### src/rtl/apb_gpio_pkg.sv
// ----------------------------------------------------------------------------
// apb_gpio_pkg
// Shared definitions for the APB GPIO peripheral:
//   - byte offsets of every register in the 0x00..0x20 window
//   - APB slave FSM state encoding
//   - per-pin encodings of the IRQ_TYPE and IRQ_POL registers
// No ports; imported by apb_gpio.
// ----------------------------------------------------------------------------
package apb_gpio_pkg;

    // Register byte offsets (only PADDR[5:0] is decoded once the range check passes)
    localparam logic [5:0] OFF_DATA_OUT   = 6'h00;
    localparam logic [5:0] OFF_DIR        = 6'h04;
    localparam logic [5:0] OFF_DATA_IN    = 6'h08;
    localparam logic [5:0] OFF_IRQ_EN     = 6'h0C;
    localparam logic [5:0] OFF_IRQ_TYPE   = 6'h10;
    localparam logic [5:0] OFF_IRQ_POL    = 6'h14;
    localparam logic [5:0] OFF_IRQ_STATUS = 6'h18;
    localparam logic [5:0] OFF_OUT_SET    = 6'h1C;
    localparam logic [5:0] OFF_OUT_CLR    = 6'h20;

    // APB slave states: IDLE waits for a setup phase, ACCESS holds until PREADY
    typedef enum logic {
        ST_IDLE,
        ST_ACCESS
    } apb_state_e;

    // IRQ_TYPE bit encoding
    localparam logic IRQ_TYPE_LEVEL = 1'b0;
    localparam logic IRQ_TYPE_EDGE  = 1'b1;

    // IRQ_POL bit encoding (high level / rising edge vs low level / falling edge)
    localparam logic IRQ_POL_LOW    = 1'b0;
    localparam logic IRQ_POL_HIGH   = 1'b1;

endpackage

### src/rtl/gpio_sync_edge.sv
// ----------------------------------------------------------------------------
// gpio_sync_edge
// Multi-flop synchroniser for asynchronous pad inputs, followed by a
// "previous value" register so single-cycle rise/fall pulses can be derived.
// Ports:
//   clk       in   clock, rising edge
//   rst_n     in   asynchronous active-low reset, clears the chain and prev
//   async_in  in   WIDTH raw pad inputs
//   sync_out  out  WIDTH synchronised values (last flop of the chain)
//   rise      out  WIDTH one-cycle pulses, sync_out went 0->1
//   fall      out  WIDTH one-cycle pulses, sync_out went 1->0
// ----------------------------------------------------------------------------
module gpio_sync_edge #(
    parameter int WIDTH  = 16,
    parameter int STAGES = 2
) (
    input  logic             clk,
    input  logic             rst_n,
    input  logic [WIDTH-1:0] async_in,
    output logic [WIDTH-1:0] sync_out,
    output logic [WIDTH-1:0] rise,
    output logic [WIDTH-1:0] fall
);

    logic [WIDTH-1:0] chain [STAGES];
    logic [WIDTH-1:0] prev;

    // Shift the pads through STAGES flops; prev trails the synchronised value
    // by one cycle so edges are seen exactly once.
    always_ff @(posedge clk or negedge rst_n) begin
        if (!rst_n) begin
            for (int s = 0; s < STAGES; s++) begin
                chain[s] <= '0;
            end
            prev <= '0;
        end else begin
            chain[0] <= async_in;
            for (int s = 1; s < STAGES; s++) begin
                chain[s] <= chain[s-1];
            end
            prev <= chain[STAGES-1];
        end
    end

    assign sync_out = chain[STAGES-1];
    assign rise     = sync_out & ~prev;
    assign fall     = ~sync_out & prev;

endmodule

### src/rtl/apb_gpio.sv
// ----------------------------------------------------------------------------
// apb_gpio
// APB3 slave GPIO block: NUM_PINS pins with direction, atomic set/clear,
// synchronised input sampling and per-pin level/edge interrupts.
// Ports:
//   PCLK, PRESETn          clock / async active-low reset
//   PADDR, PSEL, PENABLE,
//   PWRITE, PWDATA         APB3 request
//   PREADY, PRDATA, PSLVERR APB3 response (PREADY from FSM state only)
//   gpio_in                asynchronous pad inputs
//   gpio_out, gpio_oe      pad output values (DATA_OUT) and enables (DIR)
//   irq                    registered OR of enabled pending status bits
// ----------------------------------------------------------------------------
module apb_gpio
    import apb_gpio_pkg::*;
#(
    parameter int NUM_PINS    = 16,
    parameter int ADDR_WIDTH  = 12,
    parameter int WAIT_STATES = 0,
    parameter int SYNC_STAGES = 2
) (
    input  logic                  PCLK,
    input  logic                  PRESETn,
    input  logic [ADDR_WIDTH-1:0] PADDR,
    input  logic                  PSEL,
    input  logic                  PENABLE,
    input  logic                  PWRITE,
    input  logic [31:0]           PWDATA,
    output logic                  PREADY,
    output logic [31:0]           PRDATA,
    output logic                  PSLVERR,
    input  logic [NUM_PINS-1:0]   gpio_in,
    output logic [NUM_PINS-1:0]   gpio_out,
    output logic [NUM_PINS-1:0]   gpio_oe,
    output logic                  irq
);

    localparam logic [1:0] WAIT_LOAD = 2'(WAIT_STATES);

    apb_state_e state, next_state;
    logic [1:0] wait_cnt, next_wait_cnt;

    logic [NUM_PINS-1:0] data_out, dir, irq_en, irq_type, irq_pol, irq_status;
    logic [NUM_PINS-1:0] data_in, pin_rise, pin_fall, irq_event, w1c_mask, rd_sel;
    logic [NUM_PINS-1:0] wdata;
    logic [31:0]         rd_word;
    logic [5:0]          offset;
    logic                addr_err, xfer_done, wr_en;
    logic                unused_pwdata;

    assign offset        = PADDR[5:0];
    assign wdata         = PWDATA[NUM_PINS-1:0];
    assign unused_pwdata = ^PWDATA;

    // Pad synchroniser and edge detector shared by all pins
    gpio_sync_edge #(
        .WIDTH  (NUM_PINS),
        .STAGES (SYNC_STAGES)
    ) u_sync (
        .clk      (PCLK),
        .rst_n    (PRESETn),
        .async_in (gpio_in),
        .sync_out (data_in),
        .rise     (pin_rise),
        .fall     (pin_fall)
    );

    // FSM state and wait-state counter registers
    always_ff @(posedge PCLK or negedge PRESETn) begin
        if (!PRESETn) begin
            state    <= ST_IDLE;
            wait_cnt <= 2'd0;
        end else begin
            state    <= next_state;
            wait_cnt <= next_wait_cnt;
        end
    end

    // Next-state logic; PREADY depends only on state and counter so there is
    // no combinational path from the APB inputs to PREADY.
    always_comb begin
        next_state    = state;
        next_wait_cnt = wait_cnt;
        PREADY        = 1'b0;
        case (state)
            ST_IDLE: begin
                if (PSEL && !PENABLE) begin
                    next_state    = ST_ACCESS;
                    next_wait_cnt = WAIT_LOAD;
                end
            end
            ST_ACCESS: begin
                PREADY = (wait_cnt == 2'd0);
                if (!PSEL) begin
                    next_state = ST_IDLE;
                end else if (PENABLE && (wait_cnt == 2'd0)) begin
                    next_state = ST_IDLE;
                end else if (wait_cnt != 2'd0) begin
                    next_wait_cnt = wait_cnt - 2'd1;
                end
            end
            default: next_state = ST_IDLE;
        endcase
    end

    // Illegal accesses: misaligned, beyond OUT_CLR, or a write to DATA_IN.
    // Once PADDR <= 0x20 is known, offset == 0x08 identifies DATA_IN exactly.
    assign addr_err  = (PADDR[1:0] != 2'b00)
                     || (PADDR > ADDR_WIDTH'(OFF_OUT_CLR))
                     || (PWRITE && (offset == OFF_DATA_IN));
    assign xfer_done = (state == ST_ACCESS) && PSEL && PENABLE && PREADY;
    assign wr_en     = xfer_done && PWRITE && !addr_err;

    // Read mux; write-only registers and unmapped bits read as zero
    always_comb begin
        rd_sel = '0;
        case (offset)
            OFF_DATA_OUT:   rd_sel = data_out;
            OFF_DIR:        rd_sel = dir;
            OFF_DATA_IN:    rd_sel = data_in;
            OFF_IRQ_EN:     rd_sel = irq_en;
            OFF_IRQ_TYPE:   rd_sel = irq_type;
            OFF_IRQ_POL:    rd_sel = irq_pol;
            OFF_IRQ_STATUS: rd_sel = irq_status;
            default:        rd_sel = '0;
        endcase
        rd_word = '0;
        rd_word[NUM_PINS-1:0] = rd_sel;
    end

    assign PRDATA  = (PREADY && !PWRITE && !addr_err) ? rd_word : 32'h0;
    assign PSLVERR = PREADY && addr_err;

    // Control registers commit on the completing edge of a legal write
    always_ff @(posedge PCLK or negedge PRESETn) begin
        if (!PRESETn) begin
            data_out <= '0;
            dir      <= '0;
            irq_en   <= '0;
            irq_type <= '0;
            irq_pol  <= '0;
        end else if (wr_en) begin
            case (offset)
                OFF_DATA_OUT: data_out <= wdata;
                OFF_DIR:      dir      <= wdata;
                OFF_IRQ_EN:   irq_en   <= wdata;
                OFF_IRQ_TYPE: irq_type <= wdata;
                OFF_IRQ_POL:  irq_pol  <= wdata;
                OFF_OUT_SET:  data_out <= data_out | wdata;
                OFF_OUT_CLR:  data_out <= data_out & ~wdata;
                default:      ;
            endcase
        end
    end

    // Per-pin interrupt event; runs on every pin regardless of DIR or IRQ_EN
    always_comb begin
        irq_event = '0;
        for (int i = 0; i < NUM_PINS; i++) begin
            case (irq_type[i])
                IRQ_TYPE_EDGE:  irq_event[i] = (irq_pol[i] == IRQ_POL_HIGH) ? pin_rise[i] : pin_fall[i];
                IRQ_TYPE_LEVEL: irq_event[i] = (irq_pol[i] == IRQ_POL_LOW) ? !data_in[i] : data_in[i];
                default:        irq_event[i] = 1'b0;
            endcase
        end
    end

    assign w1c_mask = (wr_en && (offset == OFF_IRQ_STATUS)) ? wdata : '0;

    // Sticky status; a new event in the same cycle as its W1C keeps the bit set
    always_ff @(posedge PCLK or negedge PRESETn) begin
        if (!PRESETn) begin
            irq_status <= '0;
        end else begin
            irq_status <= (irq_status & ~w1c_mask) | irq_event;
        end
    end

    // Registered interrupt request
    always_ff @(posedge PCLK or negedge PRESETn) begin
        if (!PRESETn) begin
            irq <= 1'b0;
        end else begin
            irq <= |(irq_status & irq_en);
        end
    end

    assign gpio_out = data_out;
    assign gpio_oe  = dir;

endmodule

### config.mk
export PLATFORM = sky130hd
export DESIGN_NAME = apb_gpio
export DESIGN_NICKNAME = d
export VERILOG_FILES = /design/src/rtl/apb_gpio_pkg.sv /design/src/rtl/gpio_sync_edge.sv /design/src/rtl/apb_gpio.sv
export SDC_FILE = /design/constraint.sdc
export NUM_CORES = 1
export LEC_CHECK = 0
export ABC_AREA = 1
export CAP_MARGIN = 10
export CORE_ASPECT_RATIO = 1.5
export CORE_MARGIN = 2
export CORE_UTILIZATION = 35
export DETAILED_ROUTE_END_ITERATION = 10
export PLACE_DENSITY = 0.59
export SLEW_MARGIN = 15
export SYNTH_ARGS = -nofsm -noshare
export SYNTH_HDL_FRONTEND = slang
export SYNTH_SLANG_ARGS = --single-unit
export TNS_END_PERCENT = 1
### constraint.sdc
create_clock -name PCLK -period 5 [get_ports PCLK]
set_input_delay 1 -clock PCLK [delete_from_list [all_inputs] [get_ports PCLK]]
set_output_delay 1 -clock PCLK [all_outputs]
set_load 0.005 [all_outputs]
**Word level (Yosys, flattened, before mapping)**

Cells that the tools add are included.
W data, S select, Z words.

- Flip-flop bits (word level): 148
- Word-level logic and storage cells: 161
- Bits of input ports: 65
- Output and inout bits: 67

- Muxes and demuxes: 62
- Reduce and logical (&&, ||, !) cells: 45
- Magnitude comparators: 1
- Bitwise gates (word level): 28
- Add/sub/neg operators: 1
- Eq/ne operators: 12

Operator list:

| operator | number |
|---|---|
| $pmux W16 S7 | 1 |
| $and A16 B16 Y16 | 5 |
| $not A16 Y16 | 4 |
| $pmux W16 S3 | 1 |
| $mux W1 | 36 |
| $pmux W1 S2 | 17 |
| $mux W16 | 2 |
| $or A16 B16 Y16 | 2 |
| $eq A6 B5 Y1 const B | 4 |
| $logic_not A1 Y1 | 19 |
| $not A1 Y1 | 17 |
| $reduce_or A16 Y1 | 1 |
| $eq A6 B4 Y1 const B | 2 |
| $gt A12 B6 Y1 const B | 1 |
| $logic_and A1 B1 Y1 | 12 |
| $reduce_and A2 Y1 | 5 |
| $mux W2 | 4 |
| $eq A6 B3 Y1 const B | 1 |
| $eq A6 B6 Y1 const B | 1 |
| $logic_not A6 Y1 | 1 |
| $ne A2 B2 Y1 const B | 3 |
| $pmux W2 S2 | 1 |
| $reduce_and A4 Y1 | 1 |
| $reduce_bool A2 Y1 | 2 |
| 5 further kinds | 6 |

**Longest topological paths before layout**

- Word-level depth: 10
- Gate-level depth with buffers: 11
- Gate-level depth less buffers: 9

**Hierarchy**

Synthesis repeated with hierarchy kept, for this count alone.

- Cells, all modules: 976
- Area, all modules: 7780.0 um^2

By module, submodules not included:

| module | area an instance (um^2) | times used | cells each | sequential area each (um^2) |
|---|---|---|---|---|
| apb_gpio | 6218.5 | 1 | 848 | 2502.4 |
| gpio_sync_edge | 1561.5 | 1 | 128 | 1201.2 |

**Worst setup path after synthesis**

OpenSTA, ideal clock, no wires.

- Kind: input to output
- Start: input PADDR[4]
- End: output PRDATA[4]
- Stages: 8
- Buffers on the path: 1
- Required time: 4.000 ns
- Arrival time: 2.055 ns
- Path slack: 1.945 ns
- Cell sequence: nor2_1 nand3_1 inv_1 buf_2 nand2_1 o21ai_0 nor2_1 a21oi_1

- Word-level cells in the longest chain between the ends: 6
- Elaborated cells between the ends (all ways): 15
- Classes of those cells: order compare (1); eq/ne (6); mux (2); reduce/logical (6)

Ends and longest elaborated chain:

| element | line | source |
|---|---|---|
| from (decl) | apb_gpio.sv:24 | `input logic [ADDR_WIDTH-1:0] PADDR,` |
| $gt A12 B6 Y1 or $eq A6 B4 Y1 (tied branches) | apb_gpio.sv:109, apb_gpio.sv:110, apb_gpio.sv:117 |  |
| $logic_or A1 B1 Y1 or $logic_and A1 B1 Y1 (tied branches) | apb_gpio.sv:109, apb_gpio.sv:110 |  |
| $logic_or A1 B1 Y1 | apb_gpio.sv:110 | `\|\| (PWRITE && (offset == OFF_DATA_IN));` |
| $logic_not A1 Y1 | apb_gpio.sv:131 | `assign PRDATA = (PREADY && !PWRITE && !addr_err) ? rd_word : 32'h0;` |
| $logic_and A1 B1 Y1 | apb_gpio.sv:131 |  |
| $mux W16 * | apb_gpio.sv:131 |  |
| to (decl) | apb_gpio.sv:30 | `output logic [31:0] PRDATA,` |

Every way passes the cells marked *; elsewhere a longest branch is shown, timed or not.

**Worst setup path in the final report**

- Start: input PADDR[4]
- End: output PRDATA[15]

The elaborated chain is that of the path after synthesis.

==> results.py <==
metrics = {
    "status": {
        "outcome": "finished clean",
    },
    "synth": {
        "yosysWarningCount": 0,
        "ys_seq_area_share_pct": 51.6,
        "synth_seq_cells": 148,
        "syn-instance-count": 897,
        "synth_area_sq_um": 7170,
        "synth_cell_types": 31,
        "avgSynthCellArea_sq_um": 8.00,
    },
    "worst_setup_path": {
        "endpoint": "PRDATA[15]",
        "worstPathRequired_ns": 4.00,
        "crit_slowest_cell": "clkdlybuf4s50_1",
        "crit_fanout": 12,
        "end_kind": "output port",
        "path_class": "in -> out",
        "r2r_start": "wait_cnt[0]",
        "r2r_cells": 8,
        "start_kind": "input port",
        "r2r_slack_ns": 2.67,
        "critPathArrivalTime_ns": 3.49,
        "crit_chain": "clkdlybuf4s50_1 -> nor2_1 -> nand3_1 -> buf_4 -> o22ai_1 -> nor2_1 -> a21oi_1 -> clkdlybuf4s50_1",
        "r2r-end": "gpio_out[4]",
        "critical-path-max-stage-delay_ns": 0.56,
        "critPathLaunch": "PADDR[4]",
    },
    "place": {
        "gp_congestion": 0.802,
        "io_buffer_count": 99,
        "dpl.hpwl_mm": 14.3,
    },
    "sta": {
        "rsz0062_at_grt": "no",
        "min_period_ns": 4.49,
        "setup_viol_count_final": 0,
        "max-slew-margin-rel_pct": 36.8,
        "fmax_ghz": 0.223,
        "hold_viol": 0,
        "drv_slew": 0,
        "fin_tns_setup_ns": 0,
        "fin_crit_sh_pct": 89.7,
        "final.setup_skew_ns": 0.00637,
        "tightest_slew_ns": 0.947,
    },
    "power": {
        "power_switching_w": 0.000602,
        "internal_power_w": 0.00230,
        "switching_share_pct": 20.7,
        "p_per_area_nw_per_um2": 317,
        "max-vdd-ir-drop_mv": 0.183,
        "combPwrFrac_pct": 5.7,
        "p_leak_nw": 4.06,
        "total_power_w": 0.00290,
        "pwr-share-seq_pct": 42.7,
        "pwr-share-clk_pct": 51.6,
    },
    "routing": {
        "wl_per_cell_um": 16.7,
        "routed_wl_mm": 21.5,
        "dr.pass1.iters": 7,
        "first_iter_violations": 447,
        "ant_nets": 0,
        "vias": 6376,
        "routed_via_density": 4.97,
        "route.detailed.drc": 0,
    },
    "clock_network": {
        "ctsHoldBuffers": 0,
        "cts_root_buf": "clkbuf_16",
        "clockBufferDepth": 2,
        "cts_made_buffers": 17,
        "cts_tree": "done",
        "postCtsSetupRepairBufs": 0,
        "path_clk_slew_ns": 0.06,
        "clock_sinks": 148,
        "clock_latency_ns": 0.42,
        "cts-resized-gates": 0,
        "cts_htree_levels": 4,
    },
    "grt": {
        "grt_pass1_vias": 6251,
        "grt.total_usage_pct": 20.7,
        "overflow": 0,
        "grt_pass1_wl_mm": 34.0,
        "antenna_found_initial": 0,
        "grt_max_degree": 82,
    },
    "finish": {
        "fin_nets": 1071,
        "drive_above_1_share_pct": 7.86,
        "antennaDiodeCount": 0,
        "synthToLayoutAreaGrowth_pct": 27.5,
        "num-fill-cells": 2055,
        "final_util_pct": 45.1,
    },
    "floorplan": {
        "fp.dieW_um": 121,
        "dieArea_sq_um": 21700,
        "row_count": 64,
        "core_area_sq_um": 20300,
        "boundaryPins": 132,
        "start_util_pct": 35.4,
        "die_h_um": 179,
    },
    "min_path": {
        "hp-class": "reg -> reg",
    },
    "run": {
        "max_cap_viol_count": 0,
    },
}
-- power groups by stage --
stage	clock network, W	logic [W]	registers, W
detailed placement	0	0.000166	0.00126
global route	0.00159	0.000186	0.00124
CTS	0.00153	0.000167	0.00124
floorplan	0	0.0000722	0.00126
finish	0.00150	0.000164	0.00124
global placement	0	0.000165	0.00126
-- placed cells by master (no fill, tap or decap), drive strengths merged --
master,netlist,layout
clkinv,1,4
nor2,81,81
clkdlybuf4s50,0,98
nor3,2,2
clkbuf,11,22
nand2,249,249
a21oi,17,17
o22ai,4,4
nor3b,1,1
a22o,1,1
o31ai,16,16
dfrtp,148,148
bufinv,0,7
or2,1,1
buf,38,25
inv,99,99
ha,1,1
conb,1,16
a221oi,2,2
o21ai,111,111
nand4,18,18
nand3,95,95
-- cells in the mapped netlist (all sizes together) --
| cell | n | share of area, % |
|---|---|---|
| clkinv | 1 | 0.052 |
| dfrtp | 148 | 52 |
| o22ai | 4 | 0.35 |
| inv | 99 | 5.2 |
| or2 | 1 | 0.087 |
| a21oi | 17 | 1.2 |
| o31ai | 16 | 1.7 |
| a221oi | 2 | 0.24 |
| clkbuf | 11 | 0.58 |
| nand3 | 95 | 7.5 |
| nor3 | 2 | 0.14 |
| o21ai | 111 | 8.1 |
| ha | 1 | 0.17 |
| nand2 | 249 | 13 |
| nor2 | 81 | 4.7 |
| a22o | 1 | 0.12 |
| buf | 38 | 3.4 |
| conb | 1 | 0.052 |
| nand4 | 18 | 1.6 |
| nor3b | 1 | 0.26 |
-- final cells by class --
type | count | area (sq um) | area share [%]
sequential | 148 | 3700 | 40.5
inverter | 100 | 375 | 4.11
clock buffer | 22 | 464 | 5.08
clock inverter | 10 | 225 | 2.46
timing repair buffer | 123 | 1170 | 12.8
tap | 264 | 330 | 3.61
multi-input combinational | 615 | 2870 | 31.4
-- logic make-up after synthesis --
logic type / share of synthesized area, %
and+or+nand+nor: 27.3
buffers and inverters: 9.18
AOI/OAI and AO/OA: 11.6
other: 0.0523
DFF: 51.6
adders and majority gates: 0.174
-- how the worst min path moves through the flow --
stage,from,endpoint,cells after the start
2_1_floorplan,u_sync.chain[16],u_sync.sync_out[0],0
3_3_place_gp,u_sync.chain[24],u_sync.sync_out[8],0
3_5_place_dp,u_sync.chain[20],u_sync.sync_out[4],0
4_1_cts,u_sync.chain[26],u_sync.sync_out[10],0
5_1_grt,u_sync.chain[31],u_sync.sync_out[15],0
6_report,u_sync.chain[26],u_sync.sync_out[10],0
-- flip-flops by register name, indices dropped and copies added, names as in the netlist --
register / cells
gpio_oe: 16
gpio_out: 16
irq: 1
irq_en: 16
irq_pol: 16
irq_status: 16
irq_type: 16
state: 1
u_sync.chain: 16
u_sync.prev: 16
u_sync.sync_out: 16
wait_cnt: 2
-- metal layers --
metal	GRT usage [%]	part of all wire [%]
met1	26.7	44
met2	35.2	49
met3	3.75	5.6
met4	6.73	1.6
met5	0	0
-- stage by stage --
step                hold slack (ns)  std cells  setup slack [ns]  area [sq um]
floorplan                     0.331        912              1.94          7230
global placement              0.332       1250             0.514          8450
detailed placement            0.335       1250             0.500          8450
CTS                           0.344       1282             0.490          9140
global route                  0.354       1282             0.354          9140
finish                        0.345       1282             0.514          9140
-- worst max-delay path: cells and delay by family --
family | cells | cell delay, ns
buffers and inverters | 3 | 1.35
AO/OA/AOI/OAI | 2 | 0.44
AND/OR/NAND/NOR | 3 | 0.68
(Power assumes the default switching activity.)
